### src/rtl/param_update_scheduler.sv
// Queues host parameter writes on clk and applies them to the register bank only on
// sim_clk rising boundaries, a bounded number per step.
module param_update_scheduler #(
  parameter int NP           = 8,
  parameter int AW           = 4,
  parameter int DEPTH        = 8,
  parameter int MAX_PER_TICK = 4,
  parameter logic [NP*32-1:0] RESET_VALUES = {{(NP-4)*32{1'b0}}, 32'd1024, {96{1'b0}}}
) (
  input  logic                       clk,
  input  logic                       reset_global,
  input  logic                       sim_clk,
  input  logic                       wr_stb,
  input  logic [AW-1:0]              wr_addr,
  input  logic [31:0]                wr_data,
  input  logic                       clear_status,
  output logic [NP*32-1:0]           param_bus,
  output logic [NP-1:0]              update_pulse,
  output logic [$clog2(DEPTH):0]     fifo_level,
  output logic                       fifo_full,
  output logic                       overflow,
  output logic                       bad_addr,
  output logic                       busy
);
  // state | meaning
  // IDLE  | waiting for a sim_clk tick with queued writes
  // DRAIN | popping one entry per cycle until empty or burst limit reached

  localparam int PW = $clog2(DEPTH);
  localparam int LW = PW + 1;
  localparam int BW = $clog2(MAX_PER_TICK + 1);
  localparam int EW = AW + 32;

  typedef enum logic {IDLE, DRAIN} state_t;

  state_t            state, state_nxt;
  logic              s1, s2, s3, tick;
  logic [EW-1:0]     mem [DEPTH];
  logic [PW-1:0]     wr_ptr, rd_ptr;
  logic [LW-1:0]     level, level_nxt;
  logic [BW-1:0]     burst_cnt;
  logic [AW-1:0]     head_addr;
  logic [31:0]       head_data;
  logic              pop, push, last_pop, head_idx_ok;
  logic              ovf_set, bad_set;
  logic [NP*32-1:0]  param_q;
  logic [NP-1:0]     pulse_q;
  logic              ovf_q, bad_q;

  always_ff @(posedge clk or posedge reset_global) begin
    if (reset_global) begin
      s1 <= 1'b0;
      s2 <= 1'b0;
      s3 <= 1'b0;
    end else begin
      s1 <= sim_clk;
      s2 <= s1;
      s3 <= s2;
    end
  end

  assign tick        = s2 & ~s3;
  assign fifo_full   = (level == LW'(DEPTH));
  assign push        = wr_stb & (~fifo_full | pop);
  assign level_nxt   = level + LW'(push) - LW'(pop);
  assign {head_addr, head_data} = mem[rd_ptr];
  assign head_idx_ok = (32'(head_addr) < NP);
  // a concurrent push keeps the burst going if the limit has not been reached
  assign last_pop    = (burst_cnt + BW'(1) == BW'(MAX_PER_TICK)) || (level_nxt == '0);
  assign ovf_set     = wr_stb & fifo_full & ~pop;
  assign bad_set     = pop & ~head_idx_ok;

  always_ff @(posedge clk) begin
    if (push) mem[wr_ptr] <= {wr_addr, wr_data};
  end

  always_ff @(posedge clk or posedge reset_global) begin
    if (reset_global) begin
      wr_ptr <= '0;
      rd_ptr <= '0;
      level  <= '0;
    end else begin
      if (push) wr_ptr <= wr_ptr + PW'(1);
      if (pop)  rd_ptr <= rd_ptr + PW'(1);
      level <= level_nxt;
    end
  end

  always_ff @(posedge clk or posedge reset_global) begin
    if (reset_global) state <= IDLE;
    else              state <= state_nxt;
  end

  always_comb begin
    state_nxt = state;
    case (state)
      IDLE:    if (tick && level != '0) state_nxt = DRAIN;
      DRAIN:   if (last_pop) state_nxt = IDLE;
      default: state_nxt = IDLE;
    endcase
  end

  always_comb begin
    pop  = 1'b0;
    busy = 1'b0;
    if (state == DRAIN) begin
      pop  = 1'b1;
      busy = 1'b1;
    end
  end

  always_ff @(posedge clk or posedge reset_global) begin
    if (reset_global) begin
      burst_cnt <= '0;
    end else if (state == IDLE) begin
      burst_cnt <= '0;
    end else if (pop) begin
      burst_cnt <= burst_cnt + BW'(1);
    end
  end

  always_ff @(posedge clk or posedge reset_global) begin
    if (reset_global) begin
      param_q <= RESET_VALUES;
      pulse_q <= '0;
    end else begin
      pulse_q <= '0;
      if (pop && head_idx_ok) begin
        for (int i = 0; i < NP; i++) begin
          if (head_addr == AW'(i)) begin
            param_q[i*32 +: 32] <= head_data;
            pulse_q[i]          <= 1'b1;
          end
        end
      end
    end
  end

  // a new error in the same cycle as clear_status keeps the flag set
  always_ff @(posedge clk or posedge reset_global) begin
    if (reset_global) begin
      ovf_q <= 1'b0;
      bad_q <= 1'b0;
    end else begin
      if (ovf_set)           ovf_q <= 1'b1;
      else if (clear_status) ovf_q <= 1'b0;
      if (bad_set)           bad_q <= 1'b1;
      else if (clear_status) bad_q <= 1'b0;
    end
  end

  assign param_bus    = param_q;
  assign update_pulse = pulse_q;
  assign fifo_level   = level;
  assign overflow     = ovf_q;
  assign bad_addr     = bad_q;

endmodule

### config.mk
export PLATFORM = sky130hd
export DESIGN_NAME = param_update_scheduler
export DESIGN_NICKNAME = d
export VERILOG_FILES = /design/src/rtl/param_update_scheduler.sv
export SDC_FILE = /design/constraint.sdc
export NUM_CORES = 1
export LEC_CHECK = 0
export BUFFER_PORTS_ARGS = -buffer_cell sky130_fd_sc_hd__buf_4
export CAP_MARGIN = 40
export CORE_MARGIN = 2
export CORE_UTILIZATION = 45
export DETAILED_ROUTE_END_ITERATION = 6
export PLACE_DENSITY = 0.67
export SLEW_MARGIN = 20
export SYNTH_ARGS = -nofsm -noshare
export SYNTH_HDL_FRONTEND = slang
export SYNTH_SLANG_ARGS = --single-unit
### constraint.sdc
create_clock -name clk -period 13.3 [get_ports clk]
set_clock_uncertainty 0.1 [all_clocks]
set_input_delay 1.33 -clock clk [delete_from_list [all_inputs] [get_ports clk]]
set_output_delay 1.33 -clock clk [all_outputs]
set_load 0.005 [all_outputs]
# == After elaboration in Yosys (flattened, before gate mapping) ==
# Memories as Yosys holds them, arrays and structs flattened.
# Index checks and enable logic that the tools add are counted.
# totals
regBits,283
mem_bits_rw,288
input_bits,41
output_inout_bits,272
elab_cells,83
mem_count,1
# op_classes
add_sub_neg,5
n_lt_le_gt_ge,1
n_eq_ne,10
mux,20
bitwise,11
reduce_logical,16
# memory_table
name,words,word_bits,read_ports,rd_clocked_by_memory_dff,wr,line,text
mem,8,36,1,0,1,38,logic [EW-1:0] mem [DEPTH];
# ops
operator,n
"4-bit by 3-bit equality test with 1-bit output, second input constant",4
1-bit 2-to-1 mux,16
2-bit AND reduction,8
"3-bit by 1-bit adder with 3-bit output, second input constant",3
"4-bit by 2-bit equality test with 1-bit output, second input constant",2
4-bit logical NOT,2
8-bit 2-to-1 mux,1
3-bit 2-to-1 mux,2
1-bit bitwise AND,5
1-bit inverter,5
4-bit by 1-bit adder with 4-bit output,1
"4-bit by 1-bit equality test with 1-bit output, second input constant",1
"4-bit equality test, second input constant",1
"4-bit < comparator, second input constant",1
2-bit nonzero test,2
4-bit nonzero test,1
4-bit by 1-bit subtractor with 4-bit output,1
"3-bit equality test, second input constant",1
1-bit logical AND,2
"2-bit by 1-bit inequality test with 1-bit output, second input constant",1
1-bit one-hot mux with 2 select lines,1
1-bit logical OR,1
1-bit bitwise OR,1

# == Depth between registers and ports, before layout ==
# logic_depth
depth_word,10
mapped_depth,11
ltp_nobuf,11

# == Worst setup path after synthesis ==
# No wires, ideal clock.
# synth_path
path_kind,input-to-reg
start,input wr_stb
end,memory mem[0][0] (netlist bit) (enable)
setup_ns,0.474
arrival_time_ns,4.305
required_time_ns,12.726
path_slack_ns,8.421
cell_stages,3
path_buffers,0
cell_sequence,a21boi_0 nand2b_1 nor3_1
# synth_via
elab_chain_len,3
# synth_rtl
element,line,text
start: declaration,13,"input logic wr_stb,"
1-bit bitwise AND,64,assign push = wr_stb & (~fifo_full | pop);
1-bit 2-to-1 mux,74,"if (push) mem[wr_ptr] <= {wr_addr, wr_data};"
1-bit 2-to-1 mux (implied by the code),74,
end: declaration,38,
# No other way between the ends.

# == Final worst setup path ==
# layout_path
start,register rd_ptr[2]
end,register param_q[234] (netlist: param_bus[234])
# layout_via
elab_chain_len,4
elab_cells_between_ends,5
cone_classes,order compare: 1; eq/ne: 1; reduce/logical: 2; memory: 1
# layout_rtl
element,line,text
start: declaration,39,"logic [PW-1:0] wr_ptr, rd_ptr;"
start signal: assignment,84,if (pop) rd_ptr <= rd_ptr + PW'(1);
memory 8 x 36 bit *,--,
4-bit < comparator,67,assign head_idx_ok = (32'(head_addr) < NP);
1-bit logical AND,128,if (pop && head_idx_ok) begin
2-bit AND reduction (no line),--,
end signal: indexed assignment,131,param_q[i*32 +: 32] <= head_data;
end: declaration,46,logic [NP*32-1:0] param_q;
# Mark *: on every way between the ends. The rest lies on a longest branch, timed or not.
# A chain may end at the register's enable or synchronous reset.

==> key figures <==
Power
  – Maximum vdd ir drop: 0.133 mV
  – LEAKAGE: 0.0109 µW
  – Power Total: ~6500 µW
  – PD cells: between 200 and 250 nW/µm²

Die
  – DIE AREA: 49,500 µm²
  – Core Area: between 40,000 and 50,000 µm²
  – Die H: 222 µm
  – Die Width: 222 µm
  – Number of core rows: 80
  – I/O pin total: 313
  – Initial Util: 45.3%

GRT
  – Vias in the first global route: 11,600
  – GRT Util Overall: 19.9%
  – Grt total ovfl: 0
  – First-pass GRT wire length: 73,800 µm
  – Largest net degree at the start of global routing: 85
  – Initial antenna violation count: 2

STA
  – Post-route setup slack: 9.69 ns
  – RSZ-0062 raised after global routing: false
  – Fin crit share: 27.1%
  – FMAX: about 280 MHz
  – Actual slew at the worst max-slew pin: ~0.8 ns
  – Min Tclk post-route: 3.61 ns
  – Endpoints failing hold: 0
  – Relative slew margins: 45.7%
  – Setup-failing EPs final: 0
  – Max Slew Vio Count: 0
  – Setup TNS Final: 0 ns

Layout
  – Layout cells sized above 1: a little under 50%
  – Post-route insts no fill: 2,091
  – Final #Nets: 1,478
  – Number of fillers in the final layout: 3,665
  – Area Growth Syn to Fin: 23.7%

Worst setup path
  – Crit Path Category: register to register
  – Worst Path Max Fanout: 32
  – Worst setup SP type: register
  – Crit path capture type: register
  – WP data arrival: 3.99 ns
  – Worst EP required: 13.67 ns

Detailed routing
  – Final WL: 49,200 µm
  – Post-route ant nets: 0
  – Initial DRC count: 862
  – Post-route DRC violation count: 0
  – First-pass DRT Iterations: 4
  – Wire per inst: about 24 µm
  – Vias: 11,000
  – Via density: roughly 5.3

CTS
  – Clock root buffer: clkbuf_16
  – Clk sinks: between 500 and 600
  – Number of hold buffers added after cts: 0
  – # Post-CTS Setup Buffers: 0
  – CTS tree: yes
  – Cts bufs inserted: 57
  – PostCTS Resize Cnt: 0
  – Clk Latency, worst-skew pair: 0.62 ns
  – Reg clk slew, reported paths: 0.06 ns
  – Bufs on Longest Clock Path: 3
  – Depth of the CTS H-tree: 2

Place
  – Hpwl dp: 31,000 µm
  – Pre-CTS setup slack: 9.45 ns
  – # port buffers: 312
  – GPL Wtd Cong: roughly 0.73
  – Dpl cells: 1,983

Yosys
  – Syn Nets: 1,135
  – Ranking of synthesized cells by area: edfxtp_1 40%, dfrtp_1 33%, mux2_2 11%, mux4_2 7.3%, mux2_1 4.6%
  – Most common cell in the synthesized netlist: edfxtp_1
  – Top cell type's share of synthesized area: 40.3%
  – Syn Std Cell Area: approximately 21,000 µm²
  – Register area share after synthesis: between 70% and 80%
  – Netlist cell types: 38
  – Syn avg cell area: 19.8 µm²
  – Mapped Cells: 1,084
  – Post-synth EDFFs: 288
  – Main synth FF type: edfxtp_1
  – Post-synth ARST share: ~50%
  – Synth area leader: edfxtp_1
  – Flops & latches, synth: 571
  – Commonest cells post-synth: 288 x edfxtp_1, 282 x dfrtp_1, 203 x mux2_2
  – Total number of yosys warnings: 0

Flow run
  – Max-cap check violation count: 0

Min path
  – Hold WC Path Type: register to register

Outcome
  – Status: complete, no violations
## metrics by stage
step           util (%)  cell area, µm²  hold slack [ns]
2_1_floorplan         -           21500            0.231
3_3_place_gp       51.7           24500            0.238
3_5_place_dp       52.1           24700            0.240
4_1_cts            56.0           26600            0.253
5_1_grt            56.0           26600            0.258
6_report           56.0           26600            0.252
## per-layer routing
metal  wire, µm  share of wire, %  up-vias  track usage [%]
met5          0                 0        -                0
li1           -                 -     4828                -
met2      23700                48      290             32.0
met4        762               1.5        0             4.22
met1      21800                44     5864             27.9
met3       3010               6.1       62             4.83
## area by class of cell
| type | count | area [µm²] | area share (%) |
|---|---|---|---|
| clock buffer | 88 | 1660 | 6.24 |
| multi-input combinational | 443 | 5480 | 20.6 |
| timing repair buffer | 336 | 2670 | 10.1 |
| sequential | 571 | 15700 | 59.2 |
| clock inverter | 18 | 173 | 0.650 |
| antenna | 2 | 5.00 | 0.0188 |
| tap | 615 | 769 | 2.90 |
| inverter | 18 | 75.1 | 0.282 |
## power by group
group	switching [µW]	internal (µW)	total, µW	leakage, µW
registers	304	2400	2700	0.00611
clock network	660	898	1560	0.000897
logic	1030	1180	2210	0.00386
## registers in the layout, summed over array words and instances, names as in the netlist
signal	cells
bad_addr	1
burst_cnt	3
fifo_level	4
mem	288
overflow	1
param_bus	256
rd_ptr	3
s1	1
s2	1
s3	1
state	1
update_pulse	8
wr_ptr	3
## layout by cell type, fill, tap and decap left out, drive strengths merged
| master | count |
|---|---|
| buf | 336 |
| mux2 | 290 |
| edfxtp | 288 |
| dfrtp | 282 |
| clkbuf | 88 |
| mux4 | 70 |
| inv | 20 |
| nand2 | 13 |
| clkinv | 13 |
| nor2 | 12 |
| ha | 9 |
| nand2b | 6 |
| mux2i | 5 |
| o21ai | 4 |
| or2 | 4 |
| a31oi | 3 |
| xor2 | 3 |
| nor3 | 3 |
| diode | 2 |
| nor3b | 2 |
| nand3 | 2 |
| a311o | 2 |
| nand4 | 2 |
| xnor2 | 2 |
| bufinv | 2 |
| nand3b | 1 |
| nor2b | 1 |
| a22oi | 1 |
| a21o | 1 |
| a21oi | 1 |
| a21boi | 1 |
| nor4 | 1 |
| o31ai | 1 |
| and2 | 1 |
| o22ai | 1 |
| fa | 1 |
| clkinvlp | 1 |
| dfstp | 1 |
## critical path, cell delays in order, from the launching register on
cell and delay [ns]:
dfrtp_2 0.67, buf_4 0.50, nor2_1 0.08, a22oi_1 0.35, a311o_1 0.35, nand2b_2 0.57
buf_4 0.44, mux2_2 0.38
## path summary, 6_finish.rpt
path                         startpoint  slack, ns  cells past startpoint              to
min in group asynchronous  reset_global       0.70                      2   param_bus[56]
hold / removal                       s1       0.25                      0              s2
setup reg to reg              rd_ptr[2]       9.69                      7  param_bus[234]
max in group asynchronous  reset_global      11.20                      4  param_bus[223]
hold reg to reg                      s1       0.25                      0              s2
setup / recovery              rd_ptr[2]       9.69                      7  param_bus[234]
## logic make-up (layout without fill, tap and decap cells)
kind of cell	after synthesis	after routing	synth area share, %
AO/OA/AOI/OAI	15	15	0.466
adder cells (fa/ha/maj)	10	10	0.617
multiplexers	365	365	22.8
flip-flops	571	571	73.2
AND/OR/NAND/NOR	48	48	1.11
other	0	2	0
XOR/XNOR	5	5	0.204
buffers and inverters	70	460	1.59
No activity file was read; power rests on OpenSTA's default activity.
